**config.mk**
```make
export PLATFORM = sky130hd
export DESIGN_NAME = ksa_phase_sequencer
export DESIGN_NICKNAME = d
export VERILOG_FILES = /design/src/rtl/ksa_pkg.sv /design/src/rtl/s_mem_port_mux.sv /design/src/rtl/ksa_phase_sequencer.sv
export SDC_FILE = /design/constraint.sdc
export NUM_CORES = 1
export LEC_CHECK = 0
export ABC_AREA = 1
export BUFFER_PORTS_ARGS = -buffer_cell sky130_fd_sc_hd__buf_2
export CORE_MARGIN = 2
export CORE_UTILIZATION = 33
export CTS_CLUSTER_DIAMETER = 120
export CTS_CLUSTER_SIZE = 8
export DETAILED_ROUTE_END_ITERATION = 8
export GPL_TIMING_DRIVEN = 0
export PLACE_DENSITY = 0.83
export REMOVE_ABC_BUFFERS = 1
export SKIP_CTS_REPAIR_TIMING = 1
export SYNTH_ARGS = -nofsm -noshare
export SYNTH_HDL_FRONTEND = slang
export SYNTH_SLANG_ARGS = --single-unit
```
**constraint.sdc**
```tcl
create_clock -name CLOCK_50 -period 1.6 [get_ports CLOCK_50]
set_clock_uncertainty 0.2 [all_clocks]
set_input_delay 0.08 -clock CLOCK_50 [delete_from_list [all_inputs] [get_ports CLOCK_50]]
set_output_delay 0.08 -clock CLOCK_50 [all_outputs]
set_load 0.05 [all_outputs]
```
**src/rtl/ksa_pkg.sv**
```systemverilog
// rtl/ksa_pkg.sv - shared types and constants for the RC4 key-scheduling sequencer
package ksa_pkg;

  // Sequencer states
  typedef enum logic [2:0] {
    IDLE  = 3'd0,
    START = 3'd1,
    RUN   = 3'd2,
    ABORT = 3'd3,
    DONE  = 3'd4
  } seq_state_t;

  // Phase indices, run in this order
  localparam int PH_FILL     = 0;
  localparam int PH_SHUFFLE  = 1;
  localparam int PH_SHUFFLE2 = 2;
  localparam int PH_READ     = 3;

  // Default S memory geometry (256 x 8)
  localparam int KSA_ADDR_W = 8;
  localparam int KSA_DATA_W = 8;

endpackage

```
**src/rtl/s_mem_port_mux.sv**
```systemverilog
// rtl/s_mem_port_mux.sv - combinational select of one packed S memory requester, zero when disabled
module s_mem_port_mux #(
  parameter int NUM_REQ = 4,
  parameter int ADDR_W  = 8,
  parameter int DATA_W  = 8,
  parameter int SEL_W   = 2
) (
  input  logic [SEL_W-1:0]          sel_i,
  input  logic                      en_i,
  input  logic [NUM_REQ*ADDR_W-1:0] req_address_i,
  input  logic [NUM_REQ*DATA_W-1:0] req_data_i,
  input  logic [NUM_REQ-1:0]        req_wren_i,
  output logic [ADDR_W-1:0]         mem_address_o,
  output logic [DATA_W-1:0]         mem_data_o,
  output logic                      mem_wren_o
);

  // Pick requester sel_i; a disabled mux or an out-of-range index drives all zeros
  always_comb begin
    mem_address_o = '0;
    mem_data_o    = '0;
    mem_wren_o    = 1'b0;
    for (int i = 0; i < NUM_REQ; i++) begin
      if (en_i && (sel_i == SEL_W'(i))) begin
        mem_address_o = req_address_i[i*ADDR_W +: ADDR_W];
        mem_data_o    = req_data_i[i*DATA_W +: DATA_W];
        mem_wren_o    = req_wren_i[i];
      end
    end
  end

endmodule

```
**src/rtl/ksa_phase_sequencer.sv**
```systemverilog
// rtl/ksa_phase_sequencer.sv - RC4 KSA phase sequencer and S memory port owner (watchdog: KSA_SEQ_WATCHDOG_EN)
module ksa_phase_sequencer
  import ksa_pkg::*;
#(
  parameter int NUM_PHASES     = 4,
  parameter int ADDR_W         = KSA_ADDR_W,
  parameter int DATA_W         = KSA_DATA_W,
  parameter int TIMEOUT_CYCLES = 4096,
  localparam int PW            = (NUM_PHASES > 1) ? $clog2(NUM_PHASES) : 1
) (
  input  logic                         CLOCK_50,
  input  logic                         reset,
  input  logic                         go,
  input  logic                         abort,
  input  logic [NUM_PHASES-1:0]        phase_done,
  input  logic [NUM_PHASES*ADDR_W-1:0] req_address,
  input  logic [NUM_PHASES*DATA_W-1:0] req_data,
  input  logic [NUM_PHASES-1:0]        req_wren,
  output logic [ADDR_W-1:0]            mem_address,
  output logic [DATA_W-1:0]            mem_data,
  output logic                         mem_wren,
  output logic [NUM_PHASES-1:0]        phase_start,
  output logic                         phase_reset,
  output logic [PW-1:0]                current_phase,
  output logic                         busy,
  output logic                         all_done,
  output logic                         timeout
);

  localparam logic [PW-1:0] P_LAST = PW'(NUM_PHASES - 1);

  seq_state_t                state_q, state_d;
  logic [PW-1:0]             p_q, p_d;
  logic [NUM_PHASES-1:0]     phase_start_q;
  logic                      phase_reset_q;
  logic                      busy_q;
  logic                      all_done_q;
  logic                      done_p;
  logic                      wd_expire;
  logic                      mux_en;

  // Only the selected engine's done flag matters
  assign done_p = phase_done[p_q];

  // Next state and phase index; abort beats done beats go
  always_comb begin
    state_d = state_q;
    p_d     = p_q;
    case (state_q)
      IDLE: begin
        if (go) begin
          p_d     = '0;
          state_d = START;
        end
      end
      START: begin
        state_d = abort ? ABORT : RUN;
      end
      RUN: begin
        if (abort) begin
          state_d = ABORT;
        end else if (done_p) begin
          if (p_q == P_LAST) begin
            state_d = DONE;
          end else begin
            p_d     = p_q + 1'b1;
            state_d = START;
          end
        end else if (wd_expire) begin
          state_d = ABORT;
        end
      end
      ABORT: begin
        state_d = IDLE;
      end
      DONE: begin
        if (abort) begin
          state_d = ABORT;
        end else if (go) begin
          p_d     = '0;
          state_d = START;
        end
      end
      default: state_d = IDLE;
    endcase
  end

  // State, phase index and registered Moore outputs decoded from the next state
  always_ff @(posedge CLOCK_50 or posedge reset) begin
    if (reset) begin
      state_q       <= IDLE;
      p_q           <= '0;
      phase_start_q <= '0;
      phase_reset_q <= 1'b0;
      busy_q        <= 1'b0;
      all_done_q    <= 1'b0;
    end else begin
      state_q       <= state_d;
      p_q           <= p_d;
      phase_start_q <= (state_d == START) ? (NUM_PHASES'(1) << p_d) : '0;
      phase_reset_q <= (state_d == ABORT);
      busy_q        <= (state_d == START) || (state_d == RUN) || (state_d == ABORT);
      all_done_q    <= (state_d == DONE);
    end
  end

`ifdef KSA_SEQ_WATCHDOG_EN
  localparam int WD_W = $clog2(TIMEOUT_CYCLES) + 1;

  logic [WD_W-1:0] wd_cnt_q;
  logic            timeout_q;
  logic            go_accept;

  assign go_accept = (state_d == START) && ((state_q == IDLE) || (state_q == DONE));
  assign wd_expire = (state_q == RUN) && !done_p && (wd_cnt_q == WD_W'(TIMEOUT_CYCLES - 1));

  // RUN-cycle counter (zero on RUN entry) and sticky timeout cleared by an accepted go
  always_ff @(posedge CLOCK_50 or posedge reset) begin
    if (reset) begin
      wd_cnt_q  <= '0;
      timeout_q <= 1'b0;
    end else begin
      wd_cnt_q <= (state_q == RUN) ? wd_cnt_q + 1'b1 : '0;
      if (go_accept) begin
        timeout_q <= 1'b0;
      end else if (wd_expire && !abort) begin
        timeout_q <= 1'b1;
      end
    end
  end

  assign timeout = timeout_q;
`else
  assign wd_expire = 1'b0;
  assign timeout   = 1'b0;
`endif

  assign mux_en = (state_q == START) || (state_q == RUN);

  s_mem_port_mux #(
    .NUM_REQ (NUM_PHASES),
    .ADDR_W  (ADDR_W),
    .DATA_W  (DATA_W),
    .SEL_W   (PW)
  ) u_port_mux (
    .sel_i         (p_q),
    .en_i          (mux_en),
    .req_address_i (req_address),
    .req_data_i    (req_data),
    .req_wren_i    (req_wren),
    .mem_address_o (mem_address),
    .mem_data_o    (mem_data),
    .mem_wren_o    (mem_wren)
  );

  assign phase_start   = phase_start_q;
  assign phase_reset   = phase_reset_q;
  assign busy          = busy_q;
  assign all_done      = all_done_q;
  assign current_phase = p_q;

endmodule

```
==> results of run 1 <==
-- synth_stat cells (3+ instances only) --
cell type,number,area [um2]
nand2_2,8,50.1
nand3_1,40,200
buf_2,8,40.0
nand2_1,46,173
dfrtp_1,12,300
nor2_1,9,33.8
inv_2,3,11.3
nand4_1,19,119
inv_1,10,37.5
-- layout make-up --
| cell class | instances | area, um2 |
|---|---|---|
| Clock buffer | 4 | 36.3 |
| Fill cell | 330 | 1260 |
| Inverter | 14 | 60.1 |
| Multi-Input combinational cell | 139 | 803 |
| Sequential cell | 12 | 303 |
| Tap cell | 46 | 57.6 |
| Timing Repair Buffer | 119 | 777 |
| Timing Repair inverter | 2 | 15.0 |
-- routing by layer --
metal / vias up / global-route usage / share of wire
met4: 0 / 0.0472 / 0.013
met5: - / 0 / 0
met1: 727 / 0.222 / 0.41
met2: 75 / 0.376 / 0.51
li1: 829 / - / -
met3: 9 / 0.0562 / 0.066
-- worst max-delay path by stage --
stage | startpoint | endpoint | slack (ns) | cells past startpoint
after floorplan | current_phase[0] | mem_data[3] | -0.51 | 4
after global placement | state_q[2] | mem_data[5] | -0.77 | 8
after detailed placement | state_q[0] | mem_address[0] | -0.83 | 8
after CTS | state_q[0] | mem_address[0] | -1.14 | 8
after global routing | state_q[2] | mem_address[2] | -0.49 | 7
final | state_q[2] | mem_address[2] | -0.40 | 7
-- registers in the layout, summed over array words and instances, names as in the netlist --
signal / cells
current_phase: 2
busy: 1
phase_reset: 1
state_q: 3
all_done: 1
phase_start: 4
-- metrics by stage --
step                      worst slack [ns]  area (um2)
final                               -0.401        2050
after global routing                -0.487        2050
after CTS                            -1.14        1650
after detailed placement            -0.832        1610
after global placement              -0.773        1610
after floorplan                     -0.511        1050
-- cells by family (layout without fill, tap and decap cells) --
logic type | count (synthesis) | in the layout | share of synthesized area
other cells | 1 | 1 | 0.00335
flops | 12 | 12 | 0.268
compound gates | 9 | 9 | 0.0692
buf+inv | 25 | 139 | 0.112
simple gates | 127 | 129 | 0.548
-- worst register-to-register path, delay by kind of cell (launching register included) --
kind / cells / cell delay, ns
buffers and inverters: 3 / 0.30
AO/OA/AOI/OAI: 1 / 0.17
AND/OR/NAND/NOR: 5 / 0.52
flip-flops: 1 / 0.44
-- power groups by stage --
stage / Combinational [uW] / Clock (uW) / Sequential [uW]
4_1_cts: 2960 / 246 / 478
6_report: 3970 / 242 / 512
5_1_grt: 4230 / 267 / 521
2_1_floorplan: 2060 / 0 / 685
3_5_place_dp: 2950 / 0 / 482
3_3_place_gp: 2920 / 0 / 477
==> summary.txt, run 1 <==
Run status
  – Status: finished, violations left
  – Violated checks: setup timing

Routing
  – Wirelength, routed: 4360 um
  – Via count: about 1600
  – Remaining antenna violation count: 0
  – Average wire per standard cell: 13.0 um
  – Residual DRC: 0
  – Pre-Repair DR Iteration Count: 4
  – DR vias/cell: 4.88
  – DR iter-0 viols: 63

Finish
  – Most common cell after layout, fill and taps aside: buf_2
  – Final cell count without fillers: 336
  – Most frequent cells in the layout: buf_2, nand2_1, nand3_1, nand4_1, buf_6
  – Fraction of layout instances using a drive strength above 1: 0.541
  – N_diodes: 0
  – Area added between synthesis and finish: 83.0%
  – Final Util: 0.620
  – Final layout net count: between 300 and 400

Timing
  – Final Setup Violations: 21
  – FMAX: 500 MHz
  – Period utilisation layout: 1.25
  – Hold slack: 0.0419 ns
  – Fin worst setup slack: -0.401 ns
  – Max-slew violations: 0
  – RSZ-0062 raised after global routing: yes
  – Post-Route Setup TNS: -6.63 ns
  – Post-layout min period: 2.00 ns
  – Final Hold Fails: 0

Placed design
  – HPWL Detailed: between 2000 and 3000 um
  – RePlAce Congestion: 0.833
  – Post-placement cell count: 310
  – Input/output buffers: 101

Die
  – Initial Util: 0.339
  – DIE WIDTH: 62.3 um
  – Full die area: 0.00388 mm2
  – Top Ports: 103
  – CORE AREA: approximately 0.0033 mm2
  – Die height: 62.3 um
  – Core Rows: 21

Critical path
  – WP data required: 1.32 ns
  – Max stage delay on crit path: 0.41 ns
  – Flop-to-flop setup slack: -0.12 ns
  – Setup crit end kind: output port
  – Crit-path max FO: 17
  – Critical path's top delay family: buffers and inverters
  – CP Launch Type: flop
  – Worst path bufs/invs: 3
  – Critical Setup Path Class: reg -> out
  – RR Startpoint: state_q[0]
  – CP max-delay cell: dfrtp_1
  – Critical-path cell list: inv_2 -> nand3_4 -> a21oi_4 -> buf_12 -> nand2_1 -> nand4_1 -> buf_6
  – Critical Path AT: 1.72 ns
  – Register-to-Register Path Depth: 9
  – RR Endpoint: phase_start[1]

Synth
  – Post-synth EDFFs: 0
  – Seq/Total Area, Yosys: 0.268
  – Post-synth ARST share: 1.00
  – Distinct cells, synth: 22
  – Synth warn: 0
  – Ys flop type: dfrtp_1
  – Area of the mapped netlist: 0.00112 mm2
  – Yosys reg bits: 12
  – Post-synthesis average cell area: 6.44 um2
  – Synth Instances: 174

Pwr
  – Combinational Power Share: 0.840
  – Net switching power: 2810 uW
  – Peak supply drop: 1.19 mV
  – Clock share of power: 0.051
  – Pwr per Cell Area: 2300 mW/mm2
  – Flop pwr share: 0.108
  – Pleak: 0.00106 uW
  – Sw frac: 0.595
  – P_int: between 1500 and 2000 uW
  – Total Power: 4730 uW

Clock network
  – CTS tree: yes
  – Clock sink count: 12
  – Root Buffer: clkbuf_4
  – Max Root-Sink Buffers: 2
  – Worst-Skew Late Latency: about 0.28 ns
  – # H-tree levels: 1
  – Clk pin slew, worst setup/hold paths: 0.07 ns
  – Total CTS buffers: 3

Worst hold path
  – Worst Hold Depth: 4
  – WHS Endpoint: state_q[2]
  – Hold Path Class: in -> reg
  – Hold wc startpoint: go

Global routing
  – Total grt overflow: 0
  – Gr usage total: 0.200
  – Vias in the first global route: ~1500
  – Initial antenna violation count: 0
  – Largest net degree at the start of global routing: 39
  – First-pass GRT wire length: 6380 um

Run
  – Max_cap viols: 0
(Power assumes the default switching activity.)
==> inputs of run 2 (changes only) <==
--- a/config.mk
+++ b/config.mk
@@ -7,15 +7,18 @@
 export LEC_CHECK = 0
 export ABC_AREA = 1
 export BUFFER_PORTS_ARGS = -buffer_cell sky130_fd_sc_hd__buf_2
+export CELL_PAD_IN_SITES_DETAIL_PLACEMENT = 1
+export CELL_PAD_IN_SITES_GLOBAL_PLACEMENT = 2
 export CORE_MARGIN = 2
-export CORE_UTILIZATION = 33
+export CORE_UTILIZATION = 15
 export CTS_CLUSTER_DIAMETER = 120
 export CTS_CLUSTER_SIZE = 8
 export DETAILED_ROUTE_END_ITERATION = 8
 export GPL_TIMING_DRIVEN = 0
-export PLACE_DENSITY = 0.83
+export PLACE_DENSITY = 0.84
 export REMOVE_ABC_BUFFERS = 1
 export SKIP_CTS_REPAIR_TIMING = 1
+export SKIP_LAST_GASP = 1
 export SYNTH_ARGS = -nofsm -noshare
 export SYNTH_HDL_FRONTEND = slang
 export SYNTH_SLANG_ARGS = --single-unit
==> summary.txt, run 2 (same netlist as run 1, synthesis figures left out) <==
Placed design
  – Setup WS pre-CTS: -0.924 ns
  – HPWL Detailed: roughly 3500 um
  – RePlAce Congestion: 0.738
  – Input/output buffers: ~100
  – Placed inst area: 0.00168 mm2

Routing
  – Residual DRC: 0
  – Via count: 1686
  – Wirelength, routed: 5550 um
  – DR iter-0 viols: 50
  – Pre-Repair DR Iteration Count: 4
  – Remaining antenna violation count: 0
  – DR vias/cell: 4.29
  – Average wire per standard cell: 14.1 um

Finish
  – Number of flip-flops in the largest register: 4
  – Fillers: 929
  – N_diodes: 0
  – Final Util: 0.310
  – Area added between synthesis and finish: 101%
  – Most common cell after layout, fill and taps aside: buf_2
  – Fraction of layout instances using a drive strength above 1: 0.537
  – Design area: 0.00225 mm2
  – Most frequent cells in the layout: buf_2, nand2_1, nand3_1, buf_6, nand4_1
  – Final layout net count: ~370

Die
  – Full die area: 0.00818 mm2
  – Top Ports: 103
  – Initial Util: 0.155
  – CORE AREA: ~0.0073 mm2
  – Core Rows: 31
  – Die height: 90.5 um
  – DIE WIDTH: 90.5 um

Clock network
  – CTS tree: yes
  – Clk pin slew, worst setup/hold paths: about 0.050 ns
  – Worst-Skew Late Latency: 0.23 ns
  – Root Buffer: clkbuf_8
  – Clock sink count: 12
  – Max Root-Sink Buffers: 2
  – Total CTS buffers: 3
  – # H-tree levels: 1

Critical path
  – Critical path startpoint: state_q[1]
  – CP max-delay cell: dfrtp_1
  – Crit-path max FO: 8
  – WP data required: between 1 and 1.5 ns
  – Register-to-Register Path Depth: 9
  – Critical Setup Path Class: reg -> out
  – Flop-to-flop setup slack: -0.18 ns
  – Crit path to: mem_address[3]
  – Worst path depth: 8
  – Critical Path AT: roughly 1.7 ns
  – CP Launch Type: flop
  – Most frequent CP cell: nand3_4
  – Max stage delay on crit path: roughly 0.42 ns
  – Critical-path cell list: inv_1 -> nand3_4 -> nand2_8 -> nand3_4 -> clkinv_4 -> nand2_1 -> nand4_1 -> buf_6
  – RR Endpoint: phase_start[2]
  – RR Startpoint: state_q[1]
  – Critical path's top delay family: simple AND/OR/NAND/NOR gates
  – Worst path bufs/invs: 3
  – Setup crit end kind: output port

Timing
  – Final Hold Fails: 0
  – Post-layout min period: 1.93 ns
  – RSZ-0062 raised after global routing: yes
  – FMAX: 518 MHz
  – Max-slew violations: 0
  – Post-Route Setup TNS: -5.93 ns
  – Period utilisation layout: 1.21
  – Fin worst setup slack: -0.330 ns
  – Final Setup Violations: 25

Global routing
  – Total grt overflow: 0
  – Largest net degree at the start of global routing: 39
  – Vias in the first global route: 1493
  – Gr usage total: 0.107
  – Initial antenna violation count: 0
  – First-pass GRT wire length: 7350 um

Run status
  – Violated checks: setup timing
  – Status: finished, violations left

Pwr
  – Total Power: between 5000 and 6000 uW
  – Peak supply drop: 0.688 mV
  – Pleak: ~0.0011 uW
  – Pwr per Cell Area: around 2400 mW/mm2

Worst hold path
  – Worst Hold Depth: 4
  – Hold Path Class: in -> reg

Run
  – Max_cap viols: 0
==> run 2: worst min path at each step <==
stage / to / startpoint
floorplan: all_done / reset
global placement: phase_start[0] / reset
detailed placement: phase_start[2] / reset
CTS: phase_start[2] / reset
global route: state_q[0] / abort
finish: state_q[0] / abort
==> run 2: report_power, final <==
part / internal (uW) / switching [uW] / leakage (uW)
sequential: 395 / 104 / 0.000155
clock: 217 / 102 / 0.0000288
combinational: 1710 / 2840 / 0.000927
total: 2320 / 3050 / 0.00111
==> run 2: area by class of cell <==
type	instances	area (um2)	area share
Multi-Input combinational cell	140	822	0.365
Timing Repair inverter	2	15.0	0.00667
Tap cell	99	124	0.0551
Timing Repair Buffer	122	868	0.386
Inverter	14	62.6	0.0278
Sequential cell	12	303	0.135
Clock buffer	4	55.1	0.0245
==> run 2: worst min-delay path, stage by stage <==
cell     delay, ns
buf_2         0.14
a21oi_4       0.06
nand2_2       0.08
buf_6         0.09
==> run 2: per-stage QoR <==
step	hold slack (ns)	std cells
floorplan	-0.255	163
global placement	-0.100	363
detailed placement	-0.0914	363
CTS	-0.345	367
global route	0.0493	393
finish	0.0390	393
==> run 2: metal layers <==
layer,track usage,part of all wire,vias up
met5,0,0,-
met4,0.00769,0,0
met3,0.0284,0.049,0
met2,0.180,0.49,58
met1,0.144,0.46,792
li1,-,-,836
